File: config.mk
export PLATFORM = sky130hd
export DESIGN_NAME = data_memory_responder
export DESIGN_NICKNAME = d
export VERILOG_FILES = /design/src/rtl/data_memory_responder_pkg.sv /design/src/rtl/data_memory_responder_array.sv /design/src/rtl/data_memory_responder.sv
export SDC_FILE = /design/constraint.sdc
export NUM_CORES = 2
export LEC_CHECK = 0
export BUFFER_PORTS_ARGS = -buffer_cell sky130_fd_sc_hd__buf_4
export CORE_ASPECT_RATIO = 1.25
export CORE_MARGIN = 1.5
export CORE_UTILIZATION = 50
export CTS_CLUSTER_SIZE = 25
export DETAILED_ROUTE_END_ITERATION = 16
export PLACE_DENSITY = 0.65
export SYNTH_ARGS = -nofsm -noshare
export SYNTH_HDL_FRONTEND = slang
export SYNTH_SLANG_ARGS = --single-unit
File: constraint.sdc
create_clock -name clk -period 3.1 [get_ports clk]
set_clock_uncertainty 0.05 [all_clocks]
set_input_delay 0.155 -clock clk [delete_from_list [all_inputs] [get_ports clk]]
set_output_delay 0.155 -clock clk [all_outputs]
set_load 0.02 [all_outputs]
File: src/rtl/data_memory_responder_pkg.sv
// -----------------------------------------------------------------------------
// data_memory_responder_pkg
// Shared definitions for the data-memory responder slice: default geometry of
// the data memory, the width of the wait-state counter and the FSM encoding
// used by the responder.
// -----------------------------------------------------------------------------
package data_memory_responder_pkg;

   // Width of the pipeline registers; the data memory uses it for both data
   // and byte addresses.
   localparam int REGISTER_LEN = 32;

   // Byte address that maps onto word 0, and number of words stored.
   localparam int DATA_MEM_BASE  = 1024;
   localparam int DATA_MEM_DEPTH = 64;

   // Wide enough for the largest legal wait-state count (15).
   localparam int COUNT_W = 4;

   // Responder FSM encoding.
   typedef enum logic [1:0] {
      MEM_IDLE = 2'd0,
      MEM_BUSY = 2'd1,
      MEM_DONE = 2'd2
   } mem_state_t;

endpackage

File: src/rtl/data_memory_responder_array.sv
// -----------------------------------------------------------------------------
// data_mem_array
// Word storage behind the data-memory responder. Writes are synchronous,
// reads are combinational by word index, and an active-low reset clears every
// word asynchronously.
//
// Ports:
//   clk         rising-edge clock
//   rst         asynchronous reset, active-low; clears all words
//   write_en    commit write_data into the word at index on this edge
//   index       word index for both the read and the write
//   write_data  word to store
//   read_data   word currently stored at index
// -----------------------------------------------------------------------------
module data_mem_array #(
   parameter int WORD_LEN = 32,
   parameter int DEPTH    = 64
) (
   input  logic                       clk,
   input  logic                       rst,
   input  logic                       write_en,
   input  logic [$clog2(DEPTH)-1:0]   index,
   input  logic [WORD_LEN-1:0]        write_data,
   output logic [WORD_LEN-1:0]        read_data
);

   logic [WORD_LEN-1:0] mem [DEPTH];

   // Storage: cleared as a whole on reset, otherwise one word per write.
   always_ff @(posedge clk or negedge rst) begin
      if (!rst) begin
         for (int i = 0; i < DEPTH; i++) begin
            mem[i] <= '0;
         end
      end else if (write_en) begin
         mem[index] <= write_data;
      end
   end

   assign read_data = mem[index];

endmodule

File: src/rtl/data_memory_responder.sv
// -----------------------------------------------------------------------------
// data_memory_responder
// Memory end of the MEM-stage request/ready handshake. A request seen in IDLE
// is latched, held for WAIT_CYCLES busy cycles, committed on the last busy
// edge, and acknowledged with ready high for one DONE cycle. Accesses outside
// the mapped window take the same time but drop writes and return 0 on reads.
//
// Ports:
//   clk        rising-edge clock
//   rst        asynchronous reset, active-low; aborts any access in flight
//   address    byte address of the access (bits [1:0] ignored)
//   WriteData  store data
//   MemRead    load request
//   MemWrite   store request (wins if MemRead is also high)
//   ReadData   registered load result, held until the next read commits
//   ready      high when idle with no request or when an access completes
// -----------------------------------------------------------------------------
module data_memory_responder
   import data_memory_responder_pkg::*;
#(
   parameter int WORD_LEN    = REGISTER_LEN,
   parameter int DEPTH       = DATA_MEM_DEPTH,
   parameter int BASE_ADDR   = DATA_MEM_BASE,
   parameter int WAIT_CYCLES = 4
) (
   input  logic                clk,
   input  logic                rst,
   input  logic [WORD_LEN-1:0] address,
   input  logic [WORD_LEN-1:0] WriteData,
   input  logic                MemRead,
   input  logic                MemWrite,
   output logic [WORD_LEN-1:0] ReadData,
   output logic                ready
);

   localparam int                 IDX_W      = $clog2(DEPTH);
   localparam logic [COUNT_W-1:0] LAST_COUNT = COUNT_W'(WAIT_CYCLES - 1);

   mem_state_t          state;
   logic [COUNT_W-1:0]  counter;
   logic [WORD_LEN-1:0] req_addr;
   logic [WORD_LEN-1:0] req_data;
   logic                req_write;

   logic [WORD_LEN-1:0] offset;
   logic [WORD_LEN-1:0] word_num;
   logic                in_range;
   logic                commit;
   logic                array_we;
   logic [WORD_LEN-1:0] array_rdata;

   // Address translation works on the latched address so that the inputs
   // are free to change while the access is in flight. The lower-bound test
   // is needed because the subtraction wraps for addresses below the window.
   assign offset   = req_addr - WORD_LEN'(BASE_ADDR);
   assign word_num = offset >> 2;
   assign in_range = (req_addr >= WORD_LEN'(BASE_ADDR)) &&
                     (word_num < WORD_LEN'(DEPTH));

   assign commit   = (state == MEM_BUSY) && (counter == LAST_COUNT);
   assign array_we = commit && req_write && in_range;

   data_mem_array #(
      .WORD_LEN (WORD_LEN),
      .DEPTH    (DEPTH)
   ) u_array (
      .clk        (clk),
      .rst        (rst),
      .write_en   (array_we),
      .index      (word_num[IDX_W-1:0]),
      .write_data (req_data),
      .read_data  (array_rdata)
   );

   // Responder FSM: latch in IDLE, count wait states in BUSY, commit on the
   // final busy edge, then spend exactly one cycle in DONE.
   always_ff @(posedge clk or negedge rst) begin
      if (!rst) begin
         state     <= MEM_IDLE;
         counter   <= '0;
         ReadData  <= '0;
         req_addr  <= '0;
         req_data  <= '0;
         req_write <= 1'b0;
      end else begin
         case (state)
            MEM_IDLE: begin
               if (MemRead || MemWrite) begin
                  req_addr  <= address;
                  req_data  <= WriteData;
                  req_write <= MemWrite;
                  counter   <= '0;
                  state     <= MEM_BUSY;
               end
            end
            MEM_BUSY: begin
               counter <= counter + COUNT_W'(1);
               if (commit) begin
                  // Writes and combined read/write leave ReadData untouched.
                  if (!req_write) begin
                     ReadData <= in_range ? array_rdata : '0;
                  end
                  state <= MEM_DONE;
               end
            end
            MEM_DONE: begin
               state <= MEM_IDLE;
            end
            default: begin
               state <= MEM_IDLE;
            end
         endcase
      end
   end

   // Ready is forced high during reset so a stalled pipeline is released
   // immediately; in IDLE it drops as soon as a request appears.
   always_comb begin
      ready = 1'b1;
      if (rst) begin
         case (state)
            MEM_IDLE: ready = ~(MemRead | MemWrite);
            MEM_BUSY: ready = 1'b0;
            MEM_DONE: ready = 1'b1;
            default:  ready = 1'b1;
         endcase
      end
   end

endmodule

==> results.toml <==
[outcome]
status = "complete, but fails checks"
violations = "setup timing"

[global_route]
grt_pass1_vias = 68800
track_usage = 0.350
antenna_found_initial = 9
overflow = 0
grt_max_degree = 125
grt_pass1_wl_mm = 494

[worst_setup_path]
crit_path_end_kind = "flip-flop"
crit_type = "reg2reg"
cp_data_required_time_ns = 3.81
worstPathArrival_ns = 3.86
startpoint_type = "flip-flop"
critPathMaxFanout = 12

[synth]
synth_top_family_by_area = "multiplexers"
synth_compound_area_frac = 0.0698
synthFlopType = "dfrtp_1"
ys_types = 64
synth_area_um2 = 96800
synth.yosys.warnings = 0
synth_simple_gate_area_frac = 0.0286
synth_cells = 7092
synth_edf_count = 0
synth_xor_xnor_area_share = 0
synth.area.mux_share = 0.316
synthArstFlopShare = 1.00
synth_fa_ha_area_frac = 0.000129
synth_nets = 7161
ys_ff_latch = 2149
yosysSeqAreaShare = 0.556
syn_area_per_cell_um2 = 13.6

[sta]
timing.fmax_mhz = 317
timing.slew.headroom = 0.238
post-route-min-period_ns = 3.16
setup_tns_ns = -0.0668
fin_crit_sh = 1.02
tightest_slew_ns = 1.14
setup_viol = 2
hold_viol_final = 0
maxSlewViolCount = 0
final.setup.worst_slack_ns = -0.0552
rsz0062_at_grt = "no"

[placed_design]
gp_congestion = 0.898
placed_area_um2 = 105000
port-buffer-count = 98
dp.cells = 9635
dp_slack_ns = -0.256
dp_hpwl_mm = 218

[pwr]
powerDensity_nw_per_um2 = 774
ir_worst_vdd_mv = 0.720
leakagePower_nw = 56.8

[final_layout]
fin_area_um2 = 114000
stdcell_count = 10200
nets = 7527
post-route-util = 0.591
drive_gt1_frac = 0.473
area_delta_synth_final_pct = 17.5

[drt]
first_pass_iters = 7
num_vias = 67100
first_iter_violations = 6417
drt_wl_total_mm = 346
drtAntennaViolNets = 0
via_per_inst = 6.59
wl_per_cell_um = 34.0
drc = 0

[cts]
cts.sinks = 2149
root_buffer = "clkbuf_16"
path_clk_slew_ns = 0.06
cts_buffers = 211
htreeDepth = 4
clock_latency_ns = 0.89
clockBufferDepth = 3
cts_tree = "yes"

[min_path]
hold_path_class = "in2reg"

[flow_run]
cap_violations = 0

[floorplanning]
die_h_um = 495
start_util = 0.503
die-area_um2 = 196000
ioPinCount = 101
die_w_um = 396
core-area_um2 = 192000
fp-row-count = 180
-- what timing repair did --
item | 4_1_cts | 5_1_grt
hold buffers | 154 | 0
setup endpoints to repair | 580 | 18
gates cloned | 0 | 1
resized for setup | 4 | 7
hold endpoints to repair | 1545 | 0
buffers inserted | 1 | 2
-- flip-flops by register name, summed over array words and instances (netlist names) --
signal       cells
state            2
u_array.mem   2048
req_addr        30
req_write        1
ReadData        32
req_data        32
counter          4
-- final timing paths --
check | from | endpoint | slack [ns] | depth (start not counted)
min reg2reg | req_addr[16]$_DFFE_PN0P_ | req_addr[16]$_DFFE_PN0P_ | 0.42 | 2
min | address[2] | req_addr[2]$_DFFE_PN0P_ | 0.08 | 4
max | req_addr[5]$_DFFE_PN0P_ | ReadData[16]$_DFFE_PN0P_ | -0.06 | 8
max in group asynchronous | rst | u_array.mem[702]$_DFFE_PN0P_ | 1.97 | 4
min in group asynchronous | rst | req_addr[22]$_DFFE_PN0P_ | 0.12 | 3
max reg2reg | req_addr[5]$_DFFE_PN0P_ | ReadData[16]$_DFFE_PN0P_ | -0.06 | 8
-- cell families after synthesis --
group	count (synthesis)
flip-flops	2149
AO/OA/AOI/OAI	969
multiplexers	2598
buffers and inverters	739
adder cells (fa/ha/maj)	1
AND/OR/NAND/NOR	636
-- cell usage after synthesis, types with 13 or more instances --
master        n  area share
clkbuf_1    451       0.017
a21oi_1     111      0.0057
nor2b_1      34      0.0022
mux2_1       37      0.0043
dfrtp_1    2149        0.56
a222oi_1     20      0.0021
nand2_1     344       0.013
a22oi_1      38      0.0029
nand2b_1     13     0.00084
o21ai_0     104      0.0054
o22ai_1     330       0.021
mux4_2      130       0.030
a221oi_1     32      0.0029
a2bb2oi_1    32      0.0029
mux2_2     2287        0.27
nand3_1      67      0.0035
a22o_1       15      0.0014
o221ai_1    142       0.013
mux2i_1     144       0.015
buf_1       169      0.0066
nor2_1      120      0.0047
buf_2       110      0.0057
o31ai_1      18      0.0014
a211oi_1     40      0.0031
-- report_power, final --
group          switching [mW]  total (mW)  internal, mW
registers                2.55        31.0          28.5
clock network            11.4        25.7          14.3
logic                    20.7        31.3          10.6
-- area by class of cell --
cell class / instances / area (um^2)
Tap cell: 2548 / 3190
Antenna cell: 5 / 12.5
Clock buffer: 324 / 6250
Clock inverter: 53 / 584
Timing Repair Buffer: 884 / 9290
Multi-Input combinational cell: 4205 / 40500
Sequential cell: 2149 / 53800
Fill cell: 15200 / 78600
Inverter: 7 / 38.8
-- critical path, cell delays in order, from the launching register on --
cell	delay, ns
dfrtp_1	0.59
nor2b_2	0.66
nand2b_1	0.25
buf_4	0.32
a21oi_1	0.38
buf_4	0.25
a2111oi_0	0.09
buf_4	0.17
a32o_1	0.24
-- metrics by stage --
stage          hold slack, ns  power, mW
6_report               0.0765       88.0
3_5_place_dp            0.101       61.4
4_1_cts               0.00378       87.3
3_3_place_gp           0.0991       61.2
2_1_floorplan          -0.191       44.3
5_1_grt                0.0695       90.1
-- per-layer routing --
metal	track usage	up-vias	share of wire
li1	-	26900	-
met1	0.447	36000	0.39
met2	0.557	3167	0.47
met3	0.0695	1012	0.079
met4	0.203	6	0.067
met5	0	-	0.000095
-- layout by cell type (no fill, tap or decap), types with 31 or more instances in the layout --
master	n
a21oi_1	111
clkbuf_8	44
nand2_1	327
a22oi_1	38
mux2_2	2287
nor2_1	116
nand3_2	51
o21ai_0	103
o221ai_1	142
clkbuf_1	64
mux2i_1	144
mux2_1	37
o22ai_1	330
a2bb2oi_1	31
dlygate4sd3_1	153
buf_12	178
clkbuf_16	216
a221oi_1	32
a211oi_1	40
buf_4	550
dfrtp_2	32
mux4_2	130
dfrtp_1	2114
(Power assumes the default switching activity.)
